**config.mk**
```make
export PLATFORM = sky130hd
export DESIGN_NAME = cc_fill_unit_nway_flat
export DESIGN_NICKNAME = d
export VERILOG_FILES = /design/src/rtl/cc_fill_unit_nway_pkg.sv /design/src/rtl/cc_fill_unit_nway_if.sv /design/src/rtl/cc_fill_unit_nway_lfsr.sv /design/src/rtl/cc_fill_unit_nway.sv /design/src/flat_wrapper.sv
export SDC_FILE = /design/constraint.sdc
export NUM_CORES = 1
export LEC_CHECK = 0
export BUFFER_PORTS_ARGS = -buffer_cell sky130_fd_sc_hd__buf_4
export CAP_MARGIN = 20
export CORE_AREA = 2 2 255 257
export DETAILED_ROUTE_END_ITERATION = 12
export DIE_AREA = 0 0 257 259
export PLACE_DENSITY = 0.57
export SETUP_SLACK_MARGIN = 0.05
export SLEW_MARGIN = 25
export SYNTH_ARGS = -nofsm -noshare
export SYNTH_HDL_FRONTEND = slang
export SYNTH_SLANG_ARGS = --single-unit
```
**constraint.sdc**
```tcl
create_clock -name clk -period 4.2 [get_ports clk]
set_input_delay 0.42 -clock clk [delete_from_list [all_inputs] [get_ports clk]]
set_output_delay 0.42 -clock clk [all_outputs]
set_load 0.02 [all_outputs]
```
**src/rtl/cc_fill_unit_nway_pkg.sv**
```systemverilog
// Shared types and constants for the N-way line-fill unit.
// Holds the fill FSM state encoding, AXI response codes, victim LFSR constants
// and helpers deriving beat count, tag width and way-index width from parameters.
package cc_fill_pkg;

    typedef enum logic [1:0] {
        IDLE  = 2'd0,
        FILL  = 2'd1,
        DROP  = 2'd2,
        WRITE = 2'd3
    } fill_state_e;

    localparam logic [1:0] RESP_OKAY   = 2'b00;
    localparam logic [1:0] RESP_EXOKAY = 2'b01;
    localparam logic [1:0] RESP_SLVERR = 2'b10;
    localparam logic [1:0] RESP_DECERR = 2'b11;
    // Both SLVERR and DECERR carry bit 1, so that bit alone flags an error.
    localparam int         RESP_ERR_BIT = 1;

    // x^8 + x^6 + x^5 + x^4 + 1 -> feedback from bits 7, 5, 4, 3.
    localparam logic [7:0] LFSR_SEED = 8'hA5;
    localparam logic [7:0] LFSR_TAPS = 8'hB8;

    function automatic int beats_f(input int data_w, input int line_bytes);
        return (line_bytes * 8) / data_w;
    endfunction

    function automatic int tag_w_f(input int addr_w, input int index_w, input int line_bytes);
        return addr_w - index_w - $clog2(line_bytes);
    endfunction

    function automatic int way_w_f(input int num_ways);
        return (num_ways > 1) ? $clog2(num_ways) : 1;
    endfunction

endpackage

```
**src/rtl/cc_fill_unit_nway_if.sv**
```systemverilog
// Bundle of R-channel, miss-FIFO and SRAM-write signals of the fill unit.
// master: the fill unit side; slave: memory / FIFO / SRAM environment side.
// Widths follow the same parameters as the fill unit it connects to.
interface cc_fill_if
    import cc_fill_pkg::*;
#(
    parameter int ADDR_W     = 32,
    parameter int DATA_W     = 64,
    parameter int LINE_BYTES = 64,
    parameter int INDEX_W    = 8,
    parameter int NUM_WAYS   = 2
);
    localparam int TAG_W = tag_w_f(ADDR_W, INDEX_W, LINE_BYTES);
    localparam int WAY_W = way_w_f(NUM_WAYS);

    logic [DATA_W-1:0]       mem_rdata_i;
    logic [1:0]              mem_rresp_i;
    logic                    mem_rlast_i;
    logic                    mem_rvalid_i;
    logic                    mem_rready_o;
    logic                    miss_addr_fifo_empty_i;
    logic [ADDR_W-1:0]       miss_addr_fifo_rdata_i;
    logic                    miss_addr_fifo_rden_o;
    logic                    wren_o;
    logic                    wready_i;
    logic [WAY_W-1:0]        wway_o;
    logic [INDEX_W-1:0]      waddr_o;
    logic [TAG_W:0]          wdata_tag_o;
    logic [LINE_BYTES*8-1:0] wdata_data_o;
    logic                    fill_err_o;

    modport master (
        input  mem_rdata_i, mem_rresp_i, mem_rlast_i, mem_rvalid_i,
        input  miss_addr_fifo_empty_i, miss_addr_fifo_rdata_i, wready_i,
        output mem_rready_o, miss_addr_fifo_rden_o, wren_o, wway_o,
        output waddr_o, wdata_tag_o, wdata_data_o, fill_err_o
    );

    modport slave (
        output mem_rdata_i, mem_rresp_i, mem_rlast_i, mem_rvalid_i,
        output miss_addr_fifo_empty_i, miss_addr_fifo_rdata_i, wready_i,
        input  mem_rready_o, miss_addr_fifo_rden_o, wren_o, wway_o,
        input  waddr_o, wdata_tag_o, wdata_data_o, fill_err_o
    );

endinterface

```
**src/rtl/cc_fill_unit_nway_lfsr.sv**
```systemverilog
// Victim-way selector: 8-bit Fibonacci LFSR, way taken from its low bits.
// Ports: clk, rst (sync, active high), advance_i (step once), way_o (victim way).
// Latency: way_o changes the cycle after advance_i; no backpressure of its own.
module cc_way_lfsr
    import cc_fill_pkg::*;
#(
    parameter int NUM_WAYS = 2
) (
    input  logic                          clk,
    input  logic                          rst,
    input  logic                          advance_i,
    output logic [way_w_f(NUM_WAYS)-1:0]  way_o
);
    localparam int WAY_W = way_w_f(NUM_WAYS);

    logic [7:0] lfsr_q;
    logic [7:0] lfsr_d;

    always_comb begin
        lfsr_d = lfsr_q;
        if (advance_i) begin
            lfsr_d = {lfsr_q[6:0], ^(lfsr_q & LFSR_TAPS)};
        end
    end

    always_ff @(posedge clk) begin
        if (rst) begin
            lfsr_q <= LFSR_SEED;
        end else begin
            lfsr_q <= lfsr_d;
        end
    end

    // A direct-mapped cache has only way 0.
    assign way_o = (NUM_WAYS > 1) ? lfsr_q[WAY_W-1:0] : '0;

endmodule

```
**src/rtl/cc_fill_unit_nway.sv**
```systemverilog
// Line-fill unit: gathers a critical-word-first R burst into a line, writes tag+line to an N-way SRAM.
// Ports: clk/rst plus bus (R channel in, miss-FIFO head/pop, SRAM write request/ready, fill error pulse).
// Latency: write request one cycle after the last beat; R is back-pressured (rready=0) while a write stalls.
module cc_fill_unit_nway
    import cc_fill_pkg::*;
#(
    parameter int ADDR_W     = 32,
    parameter int DATA_W     = 64,
    parameter int LINE_BYTES = 64,
    parameter int INDEX_W    = 8,
    parameter int NUM_WAYS   = 2
) (
    input logic       clk,
    input logic       rst,
    cc_fill_if.master bus
);
    localparam int BEATS = beats_f(DATA_W, LINE_BYTES);
    localparam int OFF_W = $clog2(LINE_BYTES);
    localparam int TAG_W = tag_w_f(ADDR_W, INDEX_W, LINE_BYTES);
    localparam int WAY_W = way_w_f(NUM_WAYS);
    localparam int LSB   = $clog2(DATA_W / 8);
    localparam int BW    = (BEATS > 1) ? $clog2(BEATS) : 1;
    localparam logic [BW-1:0] LAST_CNT = BW'(BEATS - 1);

    fill_state_e state_q, state_d;

    logic [BW-1:0]                 cnt_q, base_q;
    logic                          err_q;
    logic [BEATS-1:0][DATA_W-1:0]  line_q;
    logic [TAG_W-1:0]              tag_q;
    logic [INDEX_W-1:0]            idx_q;

    logic [BW-1:0]    head_base, cnt_cur, base_cur, wsel;
    logic             in_idle, err_now, at_last;
    logic             rready, rhs, fill_bad, in_write, commit;
    logic [WAY_W-1:0] way;

    // Only offset bits above the beat size and the error bit of rresp matter.
    logic unused_bits;
    assign unused_bits = ^{bus.miss_addr_fifo_rdata_i, bus.mem_rresp_i[0]};

    if (BEATS > 1) begin : g_base
        assign head_base = bus.miss_addr_fifo_rdata_i[LSB +: BW];
    end else begin : g_base_one
        assign head_base = '0;
    end

    // In IDLE the first beat is consumed straight off the FIFO head, so count,
    // base and error history are taken as fresh rather than from the registers.
    always_comb begin
        in_idle  = (state_q == IDLE);
        cnt_cur  = in_idle ? '0 : cnt_q;
        base_cur = in_idle ? head_base : base_q;
        wsel     = base_cur + cnt_cur;   // BEATS is a power of 2: truncation is the wrap
        err_now  = (~in_idle & err_q) | bus.mem_rresp_i[RESP_ERR_BIT];
        at_last  = (cnt_cur == LAST_CNT);
    end

    // ---- FSM: state register ----
    always_ff @(posedge clk) begin
        if (rst) begin
            state_q <= IDLE;
        end else begin
            state_q <= state_d;
        end
    end

    // ---- FSM: next state ----
    always_comb begin
        state_d = state_q;
        unique case (state_q)
            IDLE, FILL: begin
                if (rhs) begin
                    if (bus.mem_rlast_i) begin
                        state_d = (at_last && !err_now) ? WRITE : IDLE;
                    end else begin
                        state_d = at_last ? DROP : FILL;
                    end
                end
            end
            DROP: begin
                if (rhs && bus.mem_rlast_i) begin
                    state_d = IDLE;
                end
            end
            WRITE: begin
                if (bus.wready_i) begin
                    state_d = IDLE;
                end
            end
            default: state_d = IDLE;
        endcase
    end

    // ---- FSM: outputs ----
    always_comb begin
        rready   = 1'b0;
        in_write = 1'b0;
        if (!rst) begin
            unique case (state_q)
                IDLE:       rready = ~bus.miss_addr_fifo_empty_i;
                FILL, DROP: rready = 1'b1;
                WRITE:      in_write = 1'b1;
                default:    rready = 1'b0;
            endcase
        end
        rhs      = rready & bus.mem_rvalid_i;
        // Any terminating beat other than a clean last beat discards the fill.
        fill_bad = rhs & bus.mem_rlast_i & ((state_q == DROP) | ~at_last | err_now);
        commit   = in_write & bus.wready_i;

        bus.mem_rready_o          = rready;
        bus.fill_err_o            = fill_bad;
        bus.miss_addr_fifo_rden_o = fill_bad | commit;
        bus.wren_o                = in_write;
        bus.wway_o                = in_write ? way : '0;
        bus.waddr_o               = in_write ? idx_q : '0;
        bus.wdata_tag_o           = in_write ? {1'b1, tag_q} : '0;
        bus.wdata_data_o          = in_write ? line_q : '0;
    end

    // ---- Line assembly ----
    always_ff @(posedge clk) begin
        if (rst) begin
            cnt_q  <= '0;
            err_q  <= 1'b0;
            line_q <= '0;
            tag_q  <= '0;
            idx_q  <= '0;
            base_q <= '0;
        end else if (rhs && state_q != DROP) begin
            line_q[wsel] <= bus.mem_rdata_i;
            cnt_q        <= cnt_cur + 1'b1;
            err_q        <= err_now;
            if (in_idle) begin
                tag_q  <= bus.miss_addr_fifo_rdata_i[ADDR_W-1 -: TAG_W];
                idx_q  <= bus.miss_addr_fifo_rdata_i[OFF_W +: INDEX_W];
                base_q <= head_base;
            end
        end
    end

    cc_way_lfsr #(
        .NUM_WAYS (NUM_WAYS)
    ) u_lfsr (
        .clk       (clk),
        .rst       (rst),
        .advance_i (commit),
        .way_o     (way)
    );

endmodule

```
**src/flat_wrapper.sv**
```systemverilog
// flat-port wrapper written by rule: the top's interface ports become plain ports
module cc_fill_unit_nway_flat import cc_fill_pkg::*;
#(
    parameter int ADDR_W     = 32,
    parameter int DATA_W     = 64,
    parameter int LINE_BYTES = 64,
    parameter int INDEX_W    = 8,
    parameter int NUM_WAYS   = 2
)
  (clk, rst, bus_mem_rdata_i, bus_mem_rresp_i, bus_mem_rlast_i, bus_mem_rvalid_i, bus_miss_addr_fifo_empty_i, bus_miss_addr_fifo_rdata_i, bus_wready_i, bus_mem_rready_o, bus_miss_addr_fifo_rden_o, bus_wren_o, bus_wway_o, bus_waddr_o, bus_wdata_tag_o, bus_wdata_data_o, bus_fill_err_o);
  cc_fill_if #(.ADDR_W(ADDR_W), .DATA_W(DATA_W), .LINE_BYTES(LINE_BYTES), .INDEX_W(INDEX_W), .NUM_WAYS(NUM_WAYS)) bus_i ();
  input logic clk;
  input logic rst;
  input wire logic [$bits(bus_i.mem_rdata_i)-1:0] bus_mem_rdata_i;
  input wire logic [$bits(bus_i.mem_rresp_i)-1:0] bus_mem_rresp_i;
  input wire logic [$bits(bus_i.mem_rlast_i)-1:0] bus_mem_rlast_i;
  input wire logic [$bits(bus_i.mem_rvalid_i)-1:0] bus_mem_rvalid_i;
  input wire logic [$bits(bus_i.miss_addr_fifo_empty_i)-1:0] bus_miss_addr_fifo_empty_i;
  input wire logic [$bits(bus_i.miss_addr_fifo_rdata_i)-1:0] bus_miss_addr_fifo_rdata_i;
  input wire logic [$bits(bus_i.wready_i)-1:0] bus_wready_i;
  output wire logic [$bits(bus_i.mem_rready_o)-1:0] bus_mem_rready_o;
  output wire logic [$bits(bus_i.miss_addr_fifo_rden_o)-1:0] bus_miss_addr_fifo_rden_o;
  output wire logic [$bits(bus_i.wren_o)-1:0] bus_wren_o;
  output wire logic [$bits(bus_i.wway_o)-1:0] bus_wway_o;
  output wire logic [$bits(bus_i.waddr_o)-1:0] bus_waddr_o;
  output wire logic [$bits(bus_i.wdata_tag_o)-1:0] bus_wdata_tag_o;
  output wire logic [$bits(bus_i.wdata_data_o)-1:0] bus_wdata_data_o;
  output wire logic [$bits(bus_i.fill_err_o)-1:0] bus_fill_err_o;
  assign bus_i.mem_rdata_i = bus_mem_rdata_i;
  assign bus_i.mem_rresp_i = bus_mem_rresp_i;
  assign bus_i.mem_rlast_i = bus_mem_rlast_i;
  assign bus_i.mem_rvalid_i = bus_mem_rvalid_i;
  assign bus_i.miss_addr_fifo_empty_i = bus_miss_addr_fifo_empty_i;
  assign bus_i.miss_addr_fifo_rdata_i = bus_miss_addr_fifo_rdata_i;
  assign bus_i.wready_i = bus_wready_i;
  assign bus_mem_rready_o = bus_i.mem_rready_o;
  assign bus_miss_addr_fifo_rden_o = bus_i.miss_addr_fifo_rden_o;
  assign bus_wren_o = bus_i.wren_o;
  assign bus_wway_o = bus_i.wway_o;
  assign bus_waddr_o = bus_i.waddr_o;
  assign bus_wdata_tag_o = bus_i.wdata_tag_o;
  assign bus_wdata_data_o = bus_i.wdata_data_o;
  assign bus_fill_err_o = bus_i.fill_err_o;
  cc_fill_unit_nway #(.ADDR_W(ADDR_W), .DATA_W(DATA_W), .LINE_BYTES(LINE_BYTES), .INDEX_W(INDEX_W), .NUM_WAYS(NUM_WAYS)) u_core (.clk(clk), .rst(rst), .bus(bus_i));
endmodule
```
# ---- Word-level counts from Yosys, hierarchy flattened
# Index checks and enable logic that the tools add are counted.
dict set report classes {
  addsub 2
  order_cmp 2
  eq_ne 8
  muxes 20
  bitwise_logic 12
  reduce_logical 11
}
# cell n
set ops {}
lappend ops {{512-bit bitwise mux} 1}
lappend ops {{512-bit 2-to-1 mux} 1}
lappend ops {{64-bit demux with 3-bit select} 1}
lappend ops {{64-bit 2-to-1 mux} 1}
lappend ops {{19-bit 2-to-1 mux} 1}
lappend ops {{2-bit 2-to-1 mux} 6}
lappend ops {{8-bit 2-to-1 mux} 1}
lappend ops {{8-bit XOR reduction} 1}
lappend ops {{3-bit 2-to-1 mux} 2}
lappend ops {{2-bit case mux with 3 select lines} 1}
lappend ops {{1-bit AND} 5}
lappend ops {{2-bit == test (second input constant)} 2}
lappend ops {{1-bit logical AND} 4}
lappend ops {{3-bit by 4-bit < comparator with 1-bit output (second input constant)} 1}
lappend ops {{1-bit 2-to-1 mux} 4}
lappend ops {{2-bit by 1-bit inequality test with 1-bit output (second input constant)} 2}
lappend ops {{2-bit inequality test (second input constant)} 2}
lappend ops {{1-bit OR} 4}
lappend ops {{2-bit OR reduction} 2}
lappend ops {{3-bit by 1-bit adder with 3-bit output (second input constant)} 1}
lappend ops {{3-bit adder} 1}
lappend ops {{3-bit == test (second input constant)} 1}
lappend ops {{3-bit by 1-bit >= comparator with 1-bit output (second input constant)} 1}
lappend ops {{1-bit NOT} 3}
lappend ops {{other kinds (6)} 6}
dict set report totals {
  reg_bits 555
  input_bits 104
  word_cells 70
}

# ---- Depth between registers and ports, before layout
dict set report logic_depth {
  word_depth 10
  mapped_depth 15
  ltp_nobuf 11
}

# ---- Cells and area by module
# A second synthesis with hierarchy kept.
dict set report hier_totals {
  hier_cells 3126
  hier_area_um2 23675.2
}
# module instances cells_per_inst area_per_inst_um2 seq_area_each_um2
set modules_own_cells {}
lappend modules_own_cells {cc_fill_unit_nway 1 3097 23372.4 10950.5}
lappend modules_own_cells {cc_way_lfsr 1 29 302.8 160.2}

# ---- Worst setup path after synthesis
# Ideal clock, no wire load.
dict set report synth_timing {
  path_kind {register -> register}
  from {register u_core.state_q[0]}
  to {register u_core.line_q[259] (netlist bit)}
  setup_time_ns 0.132
  t_arrival_ns 3.379
  required_time_ns 4.068
  path_slack_ns 0.689
  stages_incl_launch_ff 15
  n_path_buf 3
  path_cell_list {dfxtp_1 -> inv_1 -> ha_1 -> buf_2 -> mux2_2 -> ha_1 -> inv_1 -> fa_1 -> clkbuf_1 -> inv_1 -> a2111oi_0 -> nand4_1 -> clkbuf_1 -> nand2_1 -> a21oi_1}
}
dict set report synth_between {
  elab_chain_len 8
}
# element line_no
set synth_rtl {}
lappend synth_rtl {{start, declared} cc_fill_unit_nway.sv:25} ;# fill_state_e state_q, state_d;
lappend synth_rtl {{start signal, assigned} cc_fill_unit_nway.sv:64} ;# state_q <= state_d;
lappend synth_rtl {{2-bit logical NOT *} cc_fill_unit_nway.sv:51} ;# in_idle = (state_q == IDLE);
lappend synth_rtl {{3-bit 2-to-1 mux *} cc_fill_unit_nway.sv:53} ;# base_cur = in_idle ? head_base : base_q;
lappend synth_rtl {{via u_core.base_cur[0]} cc_fill_unit_nway.sv:33} ;# logic [BW-1:0] head_base, cnt_cur, base_cur, wsel;
lappend synth_rtl {{3-bit adder *} cc_fill_unit_nway.sv:54} ;# wsel = base_cur + cnt_cur;
lappend synth_rtl {{3-bit by 4-bit < comparator with 1-bit output (implied by the code) or 3-bit by 1-bit >= comparator with 1-bit output (tied branches)} cc_fill_unit_nway.sv:132} ;# line_q[wsel] <= bus.mem_rdata_i;
lappend synth_rtl {{1-bit logical AND (implied by the code)} cc_fill_unit_nway.sv:132}
lappend synth_rtl {{64-bit 2-to-1 mux (implied by the code)} cc_fill_unit_nway.sv:132}
lappend synth_rtl {{64-bit demux with 3-bit select *} --}
lappend synth_rtl {{512-bit bitwise mux *} cc_fill_unit_nway.sv:132}
lappend synth_rtl {{end signal, assigned by index} cc_fill_unit_nway.sv:132}
lappend synth_rtl {{end, declared} cc_fill_unit_nway.sv:29} ;# logic [BEATS-1:0][DATA_W-1:0] line_q;
# The timed path passes the listed nets; every way through them passes the cells marked *.
# A chain may end at the register's enable or synchronous reset.

# ---- Final worst setup path
dict set report layout_timing {
  from {register u_core.state_q[0]}
  to {register u_core.line_q[356] (netlist bit)}
}
dict set report layout_between {
  elab_chain_len 8
}
# element line_no
set layout_rtl {}
lappend layout_rtl {{2-bit logical NOT} {cc_fill_unit_nway.sv:51, cc_fill_unit_nway.sv:100}}
lappend layout_rtl {{3-bit 2-to-1 mux (on tied branches)} {cc_fill_unit_nway.sv:53, cc_fill_unit_nway.sv:52}}
lappend layout_rtl {{3-bit adder} cc_fill_unit_nway.sv:54}
lappend layout_rtl {{3-bit by 4-bit < comparator with 1-bit output (implied by the code) or 3-bit by 1-bit >= comparator with 1-bit output (tied branches)} cc_fill_unit_nway.sv:132}
lappend layout_rtl {{1-bit logical AND (implied by the code)} cc_fill_unit_nway.sv:132}
lappend layout_rtl {{64-bit 2-to-1 mux (implied by the code)} cc_fill_unit_nway.sv:132}
lappend layout_rtl {{64-bit demux with 3-bit select} --}
lappend layout_rtl {{512-bit bitwise mux} cc_fill_unit_nway.sv:132}
# Several ways; a longest one is shown, not always the timed one.

==> impl_metrics.csv <==
group,metric,value,unit
routing,wl_met2,38.6,mm
grt,grt_pass1_vias,19400,
cells_and_area,utilization,0.482,
routing,top_layer_used,"met4",
run_status,status,"completed",
synth,synthTopCellsByCount,"836 x nand2_1, 555 x dfxtp_1, 540 x and2_1",
cells_and_area,fillers,6450,
synth,synth_flop_cell,"dfxtp_1",
cts,cts.repair.resized,0,
power_and_ir_drop,p_leak,12.9,nW
routing,drtIter0Drc,1398,
routing,ant_nets,0,
routing,met1Wirelength,36.5,mm
die,dieArea,66600,sq um
sta,period_share,0.931,
routing,wl,84.0,mm
cells_and_area,num-nets-final,3565,
critical_path,crit_chain,"inv_1, ha_1, nor2b_1, ha_1, inv_1, fa_1, inv_1, a2111oi_0, buf_4, nand4_1, buf_12, mux2i_1, nor2_1",
cts,cts_tree,"yes",
synth,synth_edf_count,0,
cts,clk-insertion-delay-late,0.63,ns
flow_run,maxCapViolations,0,
synth,syn_area,23500,sq um
synth,synth-async-reset-ratio,0,
grt,grt_max_degree,141,
cts,ctsHoldBuffers,0,
critical_path,timing.critical_path.buf_inv,5,
routing,wire_per_inst,19.3,um
grt,grt_overflow_total,0,
synth,synth.area.top_cells,"dfxtp_1 47%, and2_1 14%, nand2_1 13%",
grt,grt.total_usage,0.242,
critical_path,slowest_stage,"fa_1",
critical_path,crit_fanout,61,
synth,synthCells,2987,
routing,viasPerCell,4.81,
cts,cts_max_level,2,
routing,post-route-drc-count,0,
placement,place.gp.congestion,0.800,
critical_path,cp_slowest_stage_delay,0.73,ns
sta,fin_tns_setup,0,ns
sta,maxSlewViolCount,0,
critical_path,crit_required,4.66,ns
sta,tightest_slew,0.978,ns
synth,ys_seq_elements,555,
cts,cts_sinks,555,
placement,io_buffers,643,
power_and_ir_drop,max-vdd-ir-drop,272,uV
power_and_ir_drop,p_total,11.4,mW
critical_path,end_kind,"register",
min_path,holdCritPathClass,"in -> reg",
sta,period_needed,3.91,ns
die,fp.dieW,257,um
sta,clock_skew,0.0245,ns
placement,dp_hpwl,54.6,mm
synth,ys_seq_area_frac,0.473,
sta,rsz0062_at_grt,"no",
power_and_ir_drop,p_per_area,371,nW/um^2
cts,clock-root-buffer,"clkbuf_16",
sta,max_freq,256,MHz
cts,clk_pin_slew,0.06,ns
synth,synth_area_leader_cell,"dfxtp_1",
cts,cts_inserted_buffers,60,
cells_and_area,area_growth,31.2,%
synth,synth_top_area_share,0.473,
routing,wl_met3,5.84,mm
synth,yosys_warnings,0,
cts,cts_buffer_depth,3,
critical_path,start_kind,"register",
grt,grt_antenna_before_repair,0,
die,io_pins,648,
cts,cts_setup_buffers,0,
critical_path,path_common_cell,"inv_1",
sta,hold_viol,0,
grt,grt_first_pass_wirelength,125,mm
synth,synth_cell_types,38,
sta,setup_viol,0,
die,coreArea,63900,sq um
synth,synth.avg_cell_area,7.86,sq um
critical_path,cp_top_family,"adder cells",
synth,synth_nets,3100,
critical_path,crit_type,"reg -> reg",
synth,synthMostInstantiatedCell,"nand2_1",
routing,vias,21000,
die,dieHeight,259,um
cells_and_area,drive_above_1_share,0.230,
routing,dr.pass1.iters,5,
cells_and_area,antennaDiodeCount,0,
sta,slew_headroom,0.346,
critical_path,arrival,4.37,ns
die,row_count,93,
die,initial_core_util,0.367,
-- final timing paths --
check	start	end	slack, ns	cells after the start
worst max-delay path	u_core.state_q[0]$_SDFFE_PP0P_	u_core.line_q[356]$_SDFFE_PP0P_	0.29	13
worst min register to register	u_core.line_q[386]$_SDFFE_PP0P_	u_core.line_q[386]$_SDFFE_PP0P_	0.45	2
worst min-delay path	bus_miss_addr_fifo_rdata_i[13]	u_core.idx_q[7]$_SDFFE_PP0P_	0.05	3
worst max register to register	u_core.state_q[0]$_SDFFE_PP0P_	u_core.line_q[356]$_SDFFE_PP0P_	0.29	13
-- state kept, by name (all words and copies together), names as in the netlist --
signal                cells
u_core.line_q           512
u_core.tag_q             18
u_core.idx_q              8
u_core.u_lfsr.lfsr_q      8
u_core.base_q             3
u_core.cnt_q              3
u_core.state_q            2
u_core.err_q              1
-- kinds of logic after synthesis --
| group | after synthesis | share of synthesized area |
|---|---|---|
| flip-flops | 555 | 0.473 |
| AO/OA/AOI/OAI | 444 | 0.100 |
| AND/OR/NAND/NOR | 1543 | 0.308 |
| adder cells (fa/ha/maj) | 9 | 0.00512 |
| buffers and inverters | 302 | 0.0567 |
| multiplexers | 130 | 0.0555 |
| XOR/XNOR | 4 | 0.00149 |
-- per-stage QoR --
stage | area, sq um | instances | hold WS [ns] | worst slack (ns)
floorplan | 23500 | 2987 | 0.430 | 0.689
global placement | 28700 | 4245 | 0.437 | 0.417
detailed placement | 28700 | 4245 | 0.442 | 0.376
CTS | 30800 | 4353 | 0.00813 | 0.332
global route | 30800 | 4353 | 0.0199 | 0.0501
finish | 30800 | 4353 | 0.0512 | 0.290
-- report_power, final --
part,total [mW],internal [mW],switching (mW)
sequential,5.36,5.33,0.0274
clock,5.57,3.36,2.21
combinational,0.511,0.154,0.358
-- worst register-to-register path: stages, from the launching register on --
cell and delay (ns):
dfxtp_1 0.40, inv_1 0.09, ha_1 0.24, nor2b_1 0.22
ha_1 0.19, inv_1 0.05, fa_1 0.73, inv_1 0.21
a2111oi_0 0.52, buf_4 0.23, nand4_1 0.18, buf_12 0.32
mux2i_1 0.33, nor2_1 0.05
-- per-layer routing --
layer  global-route usage  up-vias
li1                     -    10400
met1                0.317     9818
met2                0.386      649
met3               0.0583      139
met4               0.0879        0
met5                    0        -
-- area by class of cell --
cell class              instances  area [sq um]  area share
multi-input cells            2130         11100       0.359
clock buffers                  93          1850      0.0600
flip-flops and latches        555         11100       0.361
well taps                     855          1070      0.0347
clock inverters                15           228     0.00739
inverters                      11          41.3     0.00134
repair buffers                694          5450       0.177
-- cells in the final DEF (no fill, tap or decap), types with 5 or more instances in the layout --
master     synthesis  final
buf_12             0     18
clkbuf_1         232     12
bufinv_16          0      6
nand2_1          836    836
and2_1           540    540
clkinv_2           0      8
nor2_1           141    139
clkbuf_8           0     20
ha_1               8      8
buf_4              7    674
dfxtp_1          555    555
a21oi_1          420    420
inv_1             11     11
nand3_1            5      5
mux2i_1          129    129
clkbuf_16          0     61
No activity file was read; power rests on OpenSTA's default activity.
